--- src/rtl/esp_sig_event_capture.sv ---
// ESP signal conditioner: synchroniser, glitch filter, edge timestamping, event FIFO.
// Define ESP_TRIG_DELAY_EN to build the delayed trigger pulse on trig_out.
module esp_sig_event_capture #(
  parameter int SYNC_STAGES = 2,
  parameter int FILT_CYCLES = 4,
  parameter int TS_WIDTH    = 32,
  parameter int FIFO_DEPTH  = 8,
  parameter int DELAY_WIDTH = 16
) (
  input  logic                   clk_in,
  input  logic                   rst_in,
  input  logic                   esp_sig_in,
  input  logic                   enable_in,
  input  logic                   evt_ready_in,
  output logic                   evt_valid_out,
  output logic [TS_WIDTH-1:0]    evt_ts_out,
  output logic                   evt_rise_out,
  output logic                   sig_level_out,
  output logic                   overflow_out,
  input  logic                   clear_ovf_in,
  input  logic [DELAY_WIDTH-1:0] trig_delay_in,
  output logic                   trig_out
);

  localparam int FC_W = (FILT_CYCLES > 1) ? $clog2(FILT_CYCLES) : 1;
  localparam int AW   = $clog2(FIFO_DEPTH);
  localparam int CW   = AW + 1;

  logic [SYNC_STAGES-1:0] r_sync;
  logic [FC_W-1:0]        r_fc;
  logic                   r_level;
  logic                   r_flip;
  logic [TS_WIDTH-1:0]    r_ts;
  logic [TS_WIDTH:0]      r_mem [FIFO_DEPTH];
  logic [AW-1:0]          r_wr;
  logic [AW-1:0]          r_rd;
  logic [CW-1:0]          r_cnt;
  logic                   r_ovf;

  logic w_s;
  logic w_flip;
  logic w_push;
  logic w_full;
  logic w_valid;
  logic w_pop;
  logic w_wr;
  logic w_drop;

  assign w_s    = r_sync[SYNC_STAGES-1];
  assign w_flip = (w_s != r_level) &&
                  (r_fc == FC_W'(FILT_CYCLES - 1));

  always_ff @(posedge clk_in) begin
    if (rst_in) begin
      r_sync <= '0;
    end else begin
      r_sync <= {r_sync[SYNC_STAGES-2:0], esp_sig_in};
    end
  end

  // r_flip marks the first cycle the new level is visible; the event is
  // stamped and queued in that cycle
  always_ff @(posedge clk_in) begin
    if (rst_in) begin
      r_level <= 1'b0;
      r_fc    <= '0;
      r_flip  <= 1'b0;
    end else begin
      r_flip <= w_flip;
      if (w_s == r_level) begin
        r_fc <= '0;
      end else if (w_flip) begin
        r_level <= ~r_level;
        r_fc    <= '0;
      end else begin
        r_fc <= r_fc + FC_W'(1);
      end
    end
  end

  always_ff @(posedge clk_in) begin
    if (rst_in) begin
      r_ts <= '0;
    end else begin
      r_ts <= r_ts + TS_WIDTH'(1);
    end
  end

  assign w_push  = r_flip && enable_in;
  assign w_full  = (r_cnt == CW'(FIFO_DEPTH));
  assign w_valid = (r_cnt != '0);
  assign w_pop   = w_valid && evt_ready_in;
  assign w_wr    = w_push && (!w_full || w_pop);
  assign w_drop  = w_push && w_full && !w_pop;

  always_ff @(posedge clk_in) begin
    if (w_wr) begin
      r_mem[r_wr] <= {r_ts, r_level};
    end
  end

  always_ff @(posedge clk_in) begin
    if (rst_in) begin
      r_wr  <= '0;
      r_rd  <= '0;
      r_cnt <= '0;
    end else begin
      if (w_wr) begin
        r_wr <= r_wr + AW'(1);
      end
      if (w_pop) begin
        r_rd <= r_rd + AW'(1);
      end
      if (w_wr && !w_pop) begin
        r_cnt <= r_cnt + CW'(1);
      end else if (!w_wr && w_pop) begin
        r_cnt <= r_cnt - CW'(1);
      end
    end
  end

  // a drop in the same cycle as a clear keeps the flag set
  always_ff @(posedge clk_in) begin
    if (rst_in) begin
      r_ovf <= 1'b0;
    end else if (w_drop) begin
      r_ovf <= 1'b1;
    end else if (clear_ovf_in) begin
      r_ovf <= 1'b0;
    end
  end

  assign evt_valid_out = w_valid;
  assign evt_ts_out    = w_valid ? r_mem[r_rd][TS_WIDTH:1] : '0;
  assign evt_rise_out  = w_valid & r_mem[r_rd][0];
  assign sig_level_out = r_level;
  assign overflow_out  = r_ovf;

`ifdef ESP_TRIG_DELAY_EN
  logic [DELAY_WIDTH-1:0] r_dc;
  logic                   r_arm;
  logic                   w_load;

  assign w_load = r_flip && r_level && enable_in;

  always_ff @(posedge clk_in) begin
    if (rst_in) begin
      r_dc  <= '0;
      r_arm <= 1'b0;
    end else if (w_load) begin
      r_dc  <= trig_delay_in;
      r_arm <= 1'b1;
    end else if (r_arm) begin
      if (r_dc == '0) begin
        r_arm <= 1'b0;
      end else begin
        r_dc <= r_dc - DELAY_WIDTH'(1);
      end
    end
  end

  assign trig_out = r_arm && (r_dc == '0);
`else
  logic w_unused_dly;

  assign w_unused_dly = ^trig_delay_in;
  assign trig_out     = 1'b0;
`endif

endmodule
--- config.mk ---
export PLATFORM = sky130hd
export DESIGN_NAME = esp_sig_event_capture
export DESIGN_NICKNAME = d
export VERILOG_FILES = /design/src/rtl/esp_sig_event_capture.sv
export SDC_FILE = /design/constraint.sdc
export NUM_CORES = 1
export LEC_CHECK = 0
export CAP_MARGIN = 10
export CORE_MARGIN = 2
export CORE_UTILIZATION = 60
export CTS_CLUSTER_DIAMETER = 50
export DETAILED_ROUTE_END_ITERATION = 10
export GPL_TIMING_DRIVEN = 0
export PLACE_DENSITY = 0.79
export SKIP_CTS_REPAIR_TIMING = 1
export SYNTH_ARGS = -nofsm -noshare
export SYNTH_HDL_FRONTEND = slang
export SYNTH_SLANG_ARGS = --single-unit
--- constraint.sdc ---
create_clock -name clk_in -period 8.1 [get_ports clk_in]
set_input_delay 2.43 -clock clk_in [delete_from_list [all_inputs] [get_ports clk_in]]
set_output_delay 2.43 -clock clk_in [all_outputs]
set_load 0.1 [all_outputs]
# Word level (Yosys, flattened, before mapping)
# Memory sizes are Yosys's and may differ from the RTL's. A register that Yosys moved wholly into a read port is not among the register bits.
# Cells that the tools add are included.
[classes]
n_eq_ne = 4
n_reduce_logical = 17
n_addsub = 6
n_mux = 9
bitwise_logic = 3
[op_table]
columns = ["operator", "n"]
rows = [
  ["$add 32x1->32 const B", 1],
  ["$mux 32", 1],
  ["$logic_and 1x1->1", 8],
  ["$mux 4", 2],
  ["$add 3x1->3 const B", 2],
  ["$mux 3", 2],
  ["$add 4x1->4 const B", 1],
  ["$eq 4x4->1 const B", 1],
  ["$mux 1", 4],
  ["$reduce_bool 2->1", 2],
  ["$reduce_bool 4->1", 1],
  ["$sub 4x1->4 const B", 1],
  ["$logic_not 1->1", 3],
  ["$reduce_or 3->1", 1],
  ["$add 2x1->2 const B", 1],
  ["$eq 2x2->1 const B", 1],
  ["$not 1->1", 2],
  ["$reduce_and 2->1", 1],
  ["$and 1x1->1", 1],
  ["$eq 1x1->1", 1],
  ["$logic_or 1x1->1", 1],
  ["$ne 1x1->1", 1],
]
[totals]
n_memories = 1
regBits = 49
out_inout_bits = 37
input_bits = 22
ramBits = 264
[mem_list]
columns = ["name", "depth", "width", "rd", "rd_ports_with_merged_regs", "write_ports", "line_no", "rtl"]
rows = [
  ["r_mem", 8, 33, 1, 1, 1, "34", "logic [TS_WIDTH:0] r_mem [FIFO_DEPTH];"],
]

# Longest topological paths before layout
[depth]
word_depth = 8
ltp_mapped = 11

# Least setup slack after synthesis
# No wires, ideal clock.
[synth_path]
kind = "input -> register"
from = "in enable_in"
to = "mem r_mem[0][0] (netlist bit) (enable)"
setup_time_ns = 0.506
path_buffers = 0
required_time_ns = 7.594
arrival_time_ns = 5.732
path_slack_ns = 1.862
cell_stages = 2
cell_sequence = "o311ai_4 > nor4_1"
[synth_between]
elab_chain_len = 4
[synth_lines]
columns = ["item", "line_no", "rtl"]
rows = [
  ["start, declared", "13", "input logic enable_in,"],
  ["$logic_and 1x1->1", "89", "assign w_push = r_flip && enable_in;"],
  ["$logic_and 1x1->1", "93", "assign w_wr = w_push && (!w_full || w_pop);"],
  ["$mux 1", "97", "if (w_wr) begin"],
  ["$mux 1 (not written as such)", "98", "r_mem[r_wr] <= {r_ts, r_level};"],
  ["end, declared", "34", ""],
]
# Every way passes these cells.

==> results.toml <==
[logic_synthesis]
synth_most_common_cell = "edfxtp_1"
ys_seq_area_share_pct = 72.78
avgSynthCellArea_um2 = 18.10
synth_top_area_share_pct = 64.33
synth.distinct_cells = 38
syn_area_mm2 = 0.01232
synthTopCellsByArea = "edfxtp_1 64%, mux4_2 12%, dfxtp_1 8.4%, mux2i_1 2.9%, nor2_1 1.9%"
ys.flop_type = "edfxtp_1"
ys_async_sr_fraction_pct = 0
synthCells = 681
synth_edf_count = 264
yosysTopAreaCell = "edfxtp_1"
yosys-top-cells-count = "264 x edfxtp_1, 66 x mux4_2, 64 x nor2_1, 52 x dfxtp_1, 36 x mux2i_1"
ys_seq_elements = 316
synthesis.nets = 711
synth-warning-count = 0

[clock_network]
numCtsBuffers = 30
root_buffer = "clkbuf_16"
cts_tree = "done"
clockBufferDepth = 3
clk_pin_slew_ps = 60
h-tree-depth = 1
cts.sinks = 316
clock_latency_ps = 550

[cells_and_area]
multi_input_area_mm2 = 0.003217
final_layout_size_suffix_gt1_share_pct = 20.15
fill_cells = 1205
syn2layout_area_growth_pct = 16.70
antenna_cells = 0
fin_area_mm2 = 0.01438
ff_latch_area_mm2 = 0.008969
fin_nets = 805

[setup_path]
crit_path_max_incr_delay_ps = 1180
worstRegToRegCells = 11
crit_fanout = 10
crit_arrival_ps = 3760
required_ps = 5670
cp_cell_sequence = "clkbuf_1 -> buf_1 -> mux4_2 -> mux2i_1 -> nor2_1 -> clkdlybuf4s50_1"
setup.worst_path.class = "reg -> out"
end_kind = "primary output"
startpoint_type = "flip-flop"
crit_slowest_cell = "clkdlybuf4s50_1"

[floorplan]
die_height_um = 147.3
row_count = 52
die-area_mm2 = 0.02170
fp.dieW_um = 147.3
pin_count = 59
coreArea_mm2 = 0.02017
start_util_pct = 61.10

[sta]
fmax_mhz = 161.7
slew_viol_final = 0
rsz0062_at_grt = "no"
post-route-period-util_pct = 76.37
relSlewSlack_pct = 30.45
clock_skew_ps = 10.66
fin_setup_tns_ps = 0
worst_slew_pin_slew_ps = 1043
hold_violations = 0
setup_violations = 0
fin_crit_ps = 6186

[global_route]
grt_first_pass_wirelength_um = 38900
antenna_found_initial = 0
grt.overflow.total = 0
grt.total_usage_pct = 23.70
grt_max_degree = 22
grt_pass1_vias = 6899

[hold_path]
worstHoldPathCells = 1
hold_path.class = "reg -> reg"

[drt]
route.detailed.drc = 0
drt-initial-drc-count = 651
drt-pass1-iter-count = 4
antenna_left = 0
num_vias = 6605
wl_um = 24950
route.detailed.wl_per_inst_um = 23.34
vias_per_cell = 6.179

[power]
max-vdd-ir-drop_v = 0.0002979
p_per_area_mw_per_mm2 = 319.5
total_power_w = 0.004594
leakage_nw = 4.565

[placement]
dpl_cell_area_mm2 = 0.01337
gp_congestion = 0.7942
io_buffers = 41
dpl.hpwl_um = 15840

[run]
max_cap_viol_count = 0

[status]
status = "completed"
flip-flops by register name, indices dropped and copies added (netlist names), named ones only:
name,count
r_cnt,4
r_fc,2
r_wr,3
r_sync,2
r_mem,264
sig_level_out,1
r_ts,32
r_flip,1
r_rd,3
overflow_out,1
logic make-up after synthesis:
kind of cell | count (synthesis) | share of synthesized area, %
AND/OR/NAND/NOR | 148 | 6.112
XOR/XNOR | 18 | 1.279
AO/OA/AOI/OAI | 45 | 2.335
flip-flops | 316 | 72.78
other | 1 | 0.03043
buffers and inverters | 42 | 1.513
adder cells (fa/ha/maj) | 8 | 0.8732
multiplexers | 103 | 15.08
through the flow:
step                hold slack [ps]  util, %  cells  worst slack (ps)
floorplan                     408.2        -    681              1862
global placement              417.0    64.81    992             -1696
detailed placement            430.5    66.28   1013              2471
CTS                           446.7    71.30   1069              1877
global route                  465.4    71.30   1069              1797
finish                        441.0    71.30   1069              1914
where the power goes:
part	internal, W	total, W	switching (W)
combinational	0.000391	0.00143	0.00104
sequential	0.00175	0.00177	0.0000167
clock	0.000820	0.00140	0.000576
area by class of cell:
| class | count | share of cell area (%) |
|---|---|---|
| repair buffers | 62 | 4.576 |
| clock buffers | 40 | 6.055 |
| multi-input cells | 323 | 22.37 |
| well taps | 270 | 2.349 |
| plain buffers | 33 | 1.061 |
| inverters | 9 | 0.2349 |
| clock inverters | 16 | 0.9918 |
| flip-flops and latches | 316 | 62.36 |
per-layer routing:
| layer | vias up | wire [um] | GRT usage (%) |
|---|---|---|---|
| li1 | 2895 | - | - |
| met1 | 3386 | 9810 | 31.40 |
| met2 | 270 | 12810 | 41.07 |
| met3 | 54 | 1659 | 3.509 |
| met4 | 0 | 674 | 7.740 |
| met5 | - | 0 | 0 |
cell usage in the layout, fill, tap and decap left out, types with 8 or more instances in the layout:
master / n
edfxtp_1: 264
mux4_2: 66
nor2_1: 61
dfxtp_1: 52
clkdlybuf4s50_1: 41
mux2i_1: 36
clkbuf_16: 32
a21oi_1: 23
clkbuf_1: 20
nand2_1: 15
xor2_1: 15
buf_6: 14
o31ai_1: 14
or4_1: 14
nand3_1: 11
nand4_1: 11
inv_1: 9
clkinv_2: 9
buf_1: 8
path summary, 6_finish.rpt:
path,start,endpoint,slack (ps)
max reg2reg,r_cnt[0],r_cnt[3],4860
min reg2reg,r_fc[0],r_fc[0],440
min,r_fc[0],r_fc[0],440
max,flip-flop,evt_ts_out[1],1910
critical path: cells and delay by family, from the launching register on:
kind,cells,cell delay (ps)
mux,2,420
flops,1,360
buf+inv,3,2230
simple gates,1,210
Note: power is estimated with default switching activity, not from simulation.
